**config.mk**
```make
export PLATFORM = sky130hd
export DESIGN_NAME = wb_rr_arbiter
export DESIGN_NICKNAME = d
export VERILOG_FILES = /design/src/rtl/wb_rr_arbiter.sv
export SDC_FILE = /design/constraint.sdc
export NUM_CORES = 1
export LEC_CHECK = 0
export BUFFER_PORTS_ARGS = -buffer_cell sky130_fd_sc_hd__buf_4
export CORE_AREA = 2 2 170 172
export DETAILED_ROUTE_END_ITERATION = 10
export DIE_AREA = 0 0 172 174
export GPL_TIMING_DRIVEN = 0
export MAX_ROUTING_LAYER = met4
export RECOVER_POWER = 100
export SETUP_SLACK_MARGIN = 0.3
export SYNTH_ARGS = -nofsm -noshare
export SYNTH_HDL_FRONTEND = slang
export SYNTH_SLANG_ARGS = --single-unit
```
**constraint.sdc**
```tcl
create_clock -name clk -period 5.69 [get_ports clk]
set_input_delay 1.707 -clock clk [delete_from_list [all_inputs] [get_ports clk]]
set_output_delay 1.707 -clock clk [all_outputs]
set_load 0.02 [all_outputs]
```
**src/rtl/wb_rr_arbiter.sv**
```systemverilog
// Round-robin Wishbone arbiter: a registered one-hot grant selects which master drives the shared slave port.
// A stalled strobed beat that waits too long for ack is ended with a one-cycle err to its owner.
module wb_rr_arbiter #(
    parameter int N_MASTERS = 4,
    parameter int TIMEOUT   = 255,
    parameter int TO_W      = 8
) (
    input  logic                    clk,
    input  logic                    reset,
    input  logic [N_MASTERS-1:0]    m_cyc_i,
    input  logic [N_MASTERS-1:0]    m_stb_i,
    input  logic [N_MASTERS-1:0]    m_we_i,
    input  logic [4*N_MASTERS-1:0]  m_sel_i,
    input  logic [32*N_MASTERS-1:0] m_adr_i,
    input  logic [32*N_MASTERS-1:0] m_dat_i,
    output logic [31:0]             m_dat_o,
    output logic [N_MASTERS-1:0]    m_ack_o,
    output logic [N_MASTERS-1:0]    m_err_o,
    output logic [N_MASTERS-1:0]    grant_o,
    output logic                    s_cyc_o,
    output logic                    s_stb_o,
    output logic                    s_we_o,
    output logic [3:0]              s_sel_o,
    output logic [31:0]             s_adr_o,
    output logic [31:0]             s_dat_o,
    input  logic [31:0]             s_dat_i,
    input  logic                    s_ack_i
);

    localparam int IDX_W = (N_MASTERS > 1) ? $clog2(N_MASTERS) : 1;

    localparam logic [IDX_W:0]   SUM_ONE = (IDX_W+1)'(1);
    localparam logic [IDX_W:0]   SUM_N   = (IDX_W+1)'(N_MASTERS);
    localparam logic [IDX_W-1:0] LAST_RST = IDX_W'(N_MASTERS - 1);
    localparam logic [TO_W-1:0]  TO_LIM  = TO_W'(TIMEOUT);
    localparam logic [TO_W-1:0]  TO_ONE  = TO_W'(1);

    typedef enum logic [1:0] {
        ST_IDLE = 2'd0,
        ST_OWN  = 2'd1,
        ST_ERR  = 2'd2
    } state_t;

    state_t                 state_q, state_d;
    logic [N_MASTERS-1:0]   grant_q, grant_d;
    logic [IDX_W-1:0]       last_q, last_d;
    logic [TO_W-1:0]        to_cnt_q, to_cnt_d;

    logic [2*N_MASTERS-1:0] req_dbl;
    logic [N_MASTERS-1:0]   req_rot;
    logic [IDX_W-1:0]       pick_off;
    logic [IDX_W:0]         pick_sum;
    logic [IDX_W-1:0]       pick_idx;
    logic                   pick_vld;

    logic                   st_own;
    logic                   busy;
    logic                   own_cyc;
    logic                   own_stb;

    // last_q doubles as the owner index whenever grant_q is non-zero.
    assign st_own  = (state_q == ST_OWN);
    assign busy    = |grant_q;
    assign own_cyc = m_cyc_i[last_q];
    assign own_stb = m_stb_i[last_q];

    // Rotate requests so bit 0 is master (last+1) mod N, then take the lowest set bit.
    always_comb begin
        req_dbl  = {m_cyc_i, m_cyc_i};
        req_rot  = N_MASTERS'(req_dbl >> ({1'b0, last_q} + SUM_ONE));
        pick_vld = |m_cyc_i;
        pick_off = '0;
        for (int j = N_MASTERS - 1; j >= 0; j--) begin
            if (req_rot[j]) begin
                pick_off = IDX_W'(j);
            end
        end
        pick_sum = {1'b0, last_q} + {1'b0, pick_off} + SUM_ONE;
        if (pick_sum >= SUM_N) begin
            pick_sum = pick_sum - SUM_N;
        end
        pick_idx = IDX_W'(pick_sum);
    end

    always_comb begin
        state_d  = state_q;
        grant_d  = grant_q;
        last_d   = last_q;
        to_cnt_d = to_cnt_q;
        case (state_q)
            ST_IDLE: begin
                to_cnt_d = '0;
                if (pick_vld) begin
                    state_d = ST_OWN;
                    grant_d = N_MASTERS'(1) << pick_idx;
                    last_d  = pick_idx;
                end
            end
            ST_OWN: begin
                // Release takes priority; an ack in the limit cycle still wins over err.
                if (!own_cyc) begin
                    state_d  = ST_IDLE;
                    grant_d  = '0;
                    to_cnt_d = '0;
                end else if (s_ack_i || !own_stb) begin
                    to_cnt_d = '0;
                end else if (to_cnt_q == TO_LIM) begin
                    state_d  = ST_ERR;
                    to_cnt_d = '0;
                end else begin
                    to_cnt_d = to_cnt_q + TO_ONE;
                end
            end
            ST_ERR: begin
                state_d  = ST_IDLE;
                grant_d  = '0;
                to_cnt_d = '0;
            end
            default: begin
                state_d  = ST_IDLE;
                grant_d  = '0;
                to_cnt_d = '0;
            end
        endcase
    end

    always_ff @(posedge clk or posedge reset) begin
        if (reset) begin
            state_q  <= ST_IDLE;
            grant_q  <= '0;
            last_q   <= LAST_RST;
            to_cnt_q <= '0;
        end else begin
            state_q  <= state_d;
            grant_q  <= grant_d;
            last_q   <= last_d;
            to_cnt_q <= to_cnt_d;
        end
    end

    assign grant_o = grant_q;
    assign s_cyc_o = st_own & own_cyc;
    assign s_stb_o = st_own & own_stb;
    assign s_we_o  = busy & m_we_i[last_q];
    assign s_sel_o = busy ? m_sel_i[{last_q, 2'b00} +: 4] : 4'h0;
    assign s_adr_o = busy ? m_adr_i[{last_q, 5'b00000} +: 32] : 32'h0;
    assign s_dat_o = busy ? m_dat_i[{last_q, 5'b00000} +: 32] : 32'h0;
    assign m_ack_o = (st_own && s_ack_i) ? grant_q : '0;
    assign m_err_o = (state_q == ST_ERR) ? grant_q : '0;
    assign m_dat_o = s_dat_i;

endmodule

```
== Word level (Yosys, flattened, before mapping) ==
Cells that the tools add are included.
Operators by class
  multiplexer cells: 28
  add/sub/neg operators: 5
  shift-type cells: 5
  reductions and logical operators: 9
  order comparisons: 2
  eq/ne operators: 7
  bitwise logic cells: 3
Operators with widths (number)
  $shiftx 128x8->32: 2
  $mux 32: 2
  $mux 8: 4
  $mux 4: 5
  $mux 2: 9
  $shiftx 16x5->4: 1
  $add 8x1->8 const B: 1
  $eq 8x8->1 const B: 1
  $pmux 4 s2: 1
  $reduce_or 4->1: 2
  $shr 8x3->4: 1
  $bmux 1 s2: 3
  $ne 2x2->1 const B: 2
  $pmux 2 s2: 1
  $reduce_and 2->1: 2
  $shl 1x2->4 const A: 1
  $add 2x1->3 const B: 1
  $add 2x2->3: 1
  $add 3x1->3 const B: 1
  $and 1x1->1: 3
  $ge 3x3->1 const B: 1
  $lt 2x3->1 const B: 1
  $mux 1: 3
  $ne 3x2->1 const B: 1
  other kinds (9): 9
Word-level totals
  flip-flop bits (word level): 16
  logic and storage cells: 63
  bits of input ports: 319
  output and inout bits: 115

== Longest topological paths before layout ==
Gate-level depths: netlist of the first run.
  word-level depth: 13
  gate-level depth with buffers: 10

== Worst setup path before layout of the first run ==
Ideal clock, no wire load.
  path type: input-to-output
  from: input m_cyc_i[1]
  to: output s_cyc_o
  stages on the path: 4
  path buffers: 1
  arrival time: 2.483 ns
  slack: 1.500 ns
  path through: buf_6 > mux4_2 > nand2_1 > inv_1
Between the ends
  word-level cells in the longest chain between the ends: 3
RTL lines
  from (decl): line 10  | input logic [N_MASTERS-1:0] m_cyc_i,
  $bmux 1 s2: line 64  | assign own_cyc = m_cyc_i[last_q];
  $mux 1 (implied by the code): line 64
  $and 1x1->1: line 142  | assign s_cyc_o = st_own & own_cyc;
  to (decl): line 20  | output logic s_cyc_o,
Every way passes these cells. The select of a mux whose other input is x is not followed.

== Worst setup path in the final report of the first run ==
  from: input m_cyc_i[3]
  to: output s_cyc_o
Same word-level chain as after synthesis.

==> impl_results.md, run 1 <==
* Final hold vios at 0
* RSZ-0062 raised after global routing: false
* # rows at 62
* CTS root buffer: clkbuf_16
* Synth warnings at 0
* GPL Wtd Cong at 0.809
* Clock tree sinks at 16
* Core area at 28200 sq um
* Post-Syn Area per Cell at between 10 and 15 sq um
* Crit path max fanout at 8
* Later-pin clock latency in the skew report at 0.24 ns
* Worst clock skew at 0.00218 ns
* Crit path required time at 3.98 ns
* Total GRT Usage at 12.0%
* Worst hold path class: flip-flop to flip-flop
* Total Routed Length at 19200 um
* Vias at approximately 4200
* Register Area at 403 sq um
* Drt pass-1 iters at 4
* Largest net degree at the start of global routing at 17
* Post-DRT Antenna Nets at 0
* PnR worst setup slack at 1.19 ns
* DRC viols at 0
* Multi-input logic area at 2610 sq um
* Post-synth cell types at between 40 and 50
* Cells after Synth at about 300
* Synthesized Nets at approximately 630
* Setup Fix Bufs, Post-CTS at 0
* Fmax at 0.222 GHz
* Crit. End Element: output pin
* Initial antenna violation count at 0
* Clock buffers created by TritonCTS at 3
* Layout overhead on the synthesized area at 91.9%
* CTS tree: yes
* Pins Over Slew Limit at 0
* Worst-Margin Slew at approximately 0.73 ns
* Static leakage at 2.88 nW
* Setup violators final at 0
* Global-route congestion overflow total at 0
* Share of cells above drive strength 1 at between 50 and 60%
* Routed wire per std cell at 17.6 um
* R2r setup slk at 3.09 ns
* Critical path startpoint category: primary input
* PD cells at 395 nW/um^2
* Maximum VDD drop at between 0.1 and 0.15 mV
* Setup Slack @ Placement at 1.27 ns
* Initial Util at between 10% and 20%
* Die X at 172 um
* Max Root-Sink Buffers at 2
* I/O pin count at 434
* Post-CTS sizing at 0
* Port Buffer Count at 400
* Crit Path Category: primary input to output pin
* #FFs+latches synth at 16
* Synthesized area at 3430 sq um
* Nets at 1032
* Slew HR at 51.0%
* DR iter-0 viols at around 150
* First-pass GRT wire length at around 26000 um
* Outcome: completed
* PnR Total Power at ~2.6 mW
* Final setup TNS at 0 ns
* Chip height at 174 um
* Worst-path clk slew at 0.05 ns
* Filler cells at ~3200
* Seq/Total Area, Yosys at 11.8%
* Die Footprint at 29900 sq um
* Final min period at around 4.5 ns
* Max-cap violations at 0
* Final period util at 79.1%
* Ant diodes at 0
* Vias in the first global route at 4266
* # hold bufs at CTS at 0
* Final HPWL DP at 17100 um
* # H-tree levels at 1
* Worst EP arrival at between 2 and 3 ns
* Vias per cell at 3.86
## placed cells by master, fill, tap and decap left out, types with 5 or more instances in the layout
master / instances
buf_4: 318
nand2_1: 12
xor2_1: 6
and2_0: 5
clkbuf_1: 119
buf_2: 14
inv_1: 5
mux4_2: 71
nor2_1: 10
and3_1: 5
nor2b_1: 72
dfrtp_1: 14
o21ai_0: 6
## worst paths after layout
| check | depth (start not counted) | start | endpoint |
|---|---|---|---|
| worst max register to register | 9 | last_q[1] | last_q[1] |
| worst min register to register | 1 | to_cnt_q[0] | to_cnt_q[0] |
| worst max-delay path | 5 | m_cyc_i[3] | s_cyc_o |
| max in group asynchronous | 2 | reset | to_cnt_q[7] |
| min in group asynchronous | 2 | reset | to_cnt_q[2] |
| worst min-delay path | 1 | to_cnt_q[0] | to_cnt_q[0] |
## sequential cells by signal (all words and copies together) (netlist names)
signal / flops
to_cnt_q: 8
last_q: 2
state_q: 2
grant_o: 4
## critical path, stage by stage
cell and delay [ns]:
clkbuf_1 0.18, mux4_2 0.56, nand2_1 0.13, inv_1 0.05
clkbuf_1 0.16
## layout make-up
class	instances	area share, %
multi-input cells	227	39.7
flip-flops and latches	16	6.13
repair buffers	400	39.2
clock buffers	4	1.35
plain buffers	57	6.03
inverters	5	0.285
well taps	384	7.31
## synth_stat cells, drive strengths merged
master / n / area, sq um
a21oi: 2 / 10.0
a22oi: 1 / 7.51
a311oi: 1 / 8.76
a32oi: 1 / 16.3
and2: 7 / 43.8
and2b: 1 / 7.51
and3: 5 / 31.3
and3b: 1 / 8.76
buf: 52 / 378
clkbuf: 5 / 18.8
dfrtp: 14 / 350
dfstp: 2 / 52.6
ha: 3 / 37.5
inv: 5 / 18.8
mux2: 1 / 15.0
mux2i: 1 / 10.0
mux4: 71 / 1600
nand2: 13 / 51.3
nand2b: 1 / 6.26
nand3: 4 / 20.0
nor2: 10 / 37.5
nor2b: 72 / 450
nor3: 1 / 5.00
nor3b: 3 / 27.5
nor4: 2 / 25.0
o21a: 1 / 7.51
o21ai: 6 / 30.0
o22ai: 3 / 25.0
or2: 3 / 18.8
or2b: 1 / 7.51
or3: 2 / 12.5
xnor2: 4 / 35.0
xor2: 6 / 52.6
## power by group
part	leakage, nW	switching (mW)	internal, mW	total, mW
combinational	2.63	1.30	0.985	2.28
clock	0.0442	0.0418	0.107	0.148
sequential	0.211	0.0262	0.142	0.168
total	2.88	1.36	1.23	2.60
## cells by family after synthesis
family | share of synthesized area, %
multiplexers | 47.4
XOR/XNOR | 2.56
AO/OA/AOI/OAI | 3.07
buffers and inverters | 12.1
AND/OR/NAND/NOR | 22.0
flip-flops | 11.8
adder cells (fa/ha/maj) | 1.10
## stage by stage
stage               area, sq um  std cells  utilization (%)  hold slack [ns]
detailed placement         6920       1089             24.5            0.476
finish                     6570       1093             23.3            0.478
global placement           6910       1089             24.5            0.464
global route               6570       1093             23.3            0.502
CTS                        7010       1093             24.8            0.483
floorplan                  3430        305                -            0.445
## metal layers
metal,vias to the layer above,track usage [%],part of all wire (%)
met4,0,1.16,0.49
met2,239,21.1,50
met3,6,1.62,8.4
met1,2047,15.0,41
met5,-,-,0
li1,1927,-,-
No activity file was read; power rests on OpenSTA's default activity.
==> run 2, diff against run 1 <==
Settings changed: ABC_AREA set to 1, CORE_AREA 2 2 170 172 to 2 2 169 171, DIE_AREA 0 0 172 174 to 0 0 171 173.
Clock period 5.69 ns to 4.7 ns, I/O delays scaled along.
==> run 2 against run 1 <==
  * Worst hold slack worse by 0.0049 ns
  * Routed wire length rose by 23%
  * Worst setup slack lost 0.73 ns
  * Sequential share of layout area is 0.21 points lower
  * Synthesized cell count is 130% higher
  * Critical path depth rose by 3
  * Flip-flop and latch count unchanged
  * Non-clock buffer count grew 31
  * Clock-buffer cell count unchanged
  * Global-route usage rose by 3.0 points
  * Sequential power up 18%
  * Largest power group unchanged
  * Highest routed layer unchanged
==> impl_results.md, run 2 <==
* Pins Over Slew Limit at 0 (unchanged)
* # H-tree levels at 1 (unchanged)
* Post-Syn Area per Cell at 5.10 sq um (-55%)
* Number of flip-flops in the largest register at 8 (unchanged)
* Critical path's slowest cell: clkbuf_1
* R2r setup slk at 2.39 ns (-0.70 ns)
* I/O pin count at 434 (unchanged)
* #FFs+latches synth at 16 (unchanged)
* CP endpoint: s_dat_o[15]
* Worst-Margin Slew at 0.865 ns (+0.135 ns)
* Share of cells above drive strength 1 at 33.6% (-26 points)
* PnR Total Power at 3.85 mW (+48%)
* Global-route congestion overflow total at 0 (unchanged)
* DR iter-0 viols at 311 (+110%)
* Worst clock skew at 0.00197 ns (-0.000207 ns)
* Setup violators final at 0 (unchanged)
* Fmax at 0.236 GHz
* Worst hold path class: flip-flop to flip-flop
* Routed wire per std cell at 15.8 um (-10%)
* Critical path startpoint category: flip-flop
* Die Footprint at 29600 sq um (-1.2%)
* Total Routed Length at 23700 um (+23%)
* Placed cells at 1492 (+37%)
* # hold bufs at CTS at 0 (unchanged)
* WHS Path Cells at 1 (unchanged)
* Drt pass-1 iters at 4 (unchanged)
* Post-synth cell types at 32 (-22%)
* Vias at 6212 (+47%)
* Worst r2r dst: grant_o[1]
* Max-cap violations at 0 (unchanged)
* Synthesized Nets at 1035 (+65%)
* Synthesized area at 3630 sq um (+6.1%)
* GPL Wtd Cong at 0.865 (+6.9%)
* Vias per cell at 4.15 (+7.6%)
* Final setup TNS at 0 ns (unchanged)
* Crit path largest cell delay at 0.58 ns (+0.02 ns)
* Area leader, netlist: nor2_1
* Worst-path clk slew at 0.05 ns (about the same)
* Slew HR at 42.4% (-8.7 points)
* Final min period at 4.24 ns
* Worst reg2reg path depth at 13 (+4)
* Chip height at 173 um (-0.57%)
* Worst EP arrival at 2.83 ns (+0.03 ns)
* Family with the most delay on the worst path: buffers and inverters
* Vias in the first global route at 5898 (+38%)
* Post-DRT Antenna Nets at 0 (unchanged)
* Post-synth top cells: 300 x nor2_1, 128 x o21ai_0, 72 x a21oi_1
* Placed instance area at 7120 sq um (+2.9%)
* CP bufs+invs at 4 (+1)
* Hold WS at 0.473 ns (-0.00487 ns)
* PnR worst setup slack at 0.459 ns (-0.728 ns)
* Seq/Total Area, Yosys at 11.1% (-0.68 points)
* Die X at 171 um (-0.58%)
* Most frequent cells in the layout: 329 x buf_4, 301 x nor2_1, 128 x clkbuf_1, 128 x o21ai_0, 72 x a21oi_1
* CP startpoint: last_q[0]
* Commonest non-fill, non-tap cell in the layout: buf_4
* Layout overhead on the synthesized area at 87.2%
* Number of enable flip-flop cells after synthesis at 0 (unchanged)
* Initial antenna violation count at 0 (unchanged)
* Clock buffers created by TritonCTS at 3 (unchanged)
* CTS tree: yes
* Crit path required time at 3.29 ns (-0.69 ns)
* Worst r2r src: last_q[1]
* RSZ-0062 raised after global routing: false
* Prevailing post-synth register cell: dfrtp_1
* Final hold vios at 0 (unchanged)
* Final core occ at 24.6% (+1.3 points)
* Critical path depth in cells at 8 (+3)
* Outcome: completed
* Crit Path Category: flip-flop to output pin
* Most frequent cell after synthesis: nor2_1
* Total GRT Usage at 15.0% (+3.0 points)
* Port Buffer Count at 401 (+0.25%)
* Area contributors post-synth: nor2_1 31%, o21ai_0 18%, a21oi_1 9.9%
* Ant diodes at 0 (unchanged)
* Crit. End Element: output pin
* Post-CTS sizing at 0 (unchanged)
* Maximum VDD drop at 0.244 mV (+120%)
* DRC viols at 0 (unchanged)
* Finished Layout Cells at 1496 (+37%)
* Nets at 1441 (+40%)
* Cell chain of the critical path: buf_4, clkbuf_1, buf_2, nor2_1, nor2_1, o21ai_0, a21oi_1, clkbuf_1
* CTS root buffer: clkbuf_16
* Core area at 27600 sq um (-2.2%)
* Final period util at 90.2%
* Filler cells at 3287 (+1.6%)
* PD cells at 566 nW/um^2 (+43%)
* Crit path max fanout at 10 (+2)
* Design area at 6800 sq um (+3.5%)
* Later-pin clock latency in the skew report at 0.25 ns (about the same)
* Initial Util at 13.2% (+1.0 points)
* Final HPWL DP at 20000 um (+17%)
* Worst hold start: to_cnt_q[0]
* Largest net degree at the start of global routing at 17 (unchanged)
* Post-synth ARST share at 100% (unchanged)
* Synth warnings at 0 (unchanged)
* First-pass GRT wire length at 33200 um (+28%)
* Top reg by flops: to_cnt_q
* # rows at 61 (-1.6%)
* Yosys top cell area share at 31.0% (-16 points)
* Setup Slack @ Placement at 0.874 ns (-0.392 ns)
* Clock tree sinks at 16 (unchanged)
* Max Root-Sink Buffers at 2 (unchanged)
* Setup Fix Bufs, Post-CTS at 0 (unchanged)
* Static leakage at 3.16 nW (+9.5%)
* Cells after Synth at 713 (+130%)
==> run 2: worst reg2reg max path, stage by stage (launching register included) <==
cell,delay (ns)
dfstp_2,0.58
buf_2,0.35
nand3_1,0.12
nand2_1,0.13
nand3_1,0.08
nand2_1,0.06
nand2_1,0.07
ha_1,0.21
xor2_1,0.19
inv_1,0.06
nand3_1,0.15
nand2_1,0.09
nand2_1,0.06
nand2_1,0.05
==> run 2: how the worst min path moves through the flow <==
stage                        to
finish              to_cnt_q[0]
global placement    to_cnt_q[0]
floorplan           to_cnt_q[0]
CTS                 to_cnt_q[0]
global route        to_cnt_q[0]
detailed placement  to_cnt_q[0]
==> run 2: area by class of cell <==
class	count	area (sq um)	share of cell area (%)
repair buffers	401	2620	38.6
multi-input cells	592	2650	38.9
inverters	18	67.6	0.993
clock buffers	4	88.8	1.31
flip-flops and latches	16	403	5.92
well taps	378	473	6.95
plain buffers	87	499	7.34
==> run 2: power breakdown <==
part	total (mW)	internal, mW	switching [mW]	leakage, nW
clock	0.184	0.129	0.0544	0.0442
sequential	0.199	0.172	0.0272	0.211
combinational	3.47	1.09	2.38	2.90
total	3.85	1.39	2.46	3.16
==> run 2: kinds of logic (layout without fill, tap and decap cells) <==
logic type / count (synthesis) / in the layout / synth area share [%]
xor+xnor: 6 / 6 / 1.45
buf+inv: 105 / 510 / 15.7
fa+ha+maj: 3 / 3 / 1.03
flops: 16 / 16 / 11.1
compound gates: 212 / 212 / 29.5
simple gates: 371 / 371 / 41.2
==> run 2: layer usage <==
layer  track usage, %  vias up  wire [um]
li1                 -     3092          -
met1             18.1     2794       9640
met2             26.6      304      11800
met3             1.72       22       1860
met4             3.14        0        425
met5                -        -          0
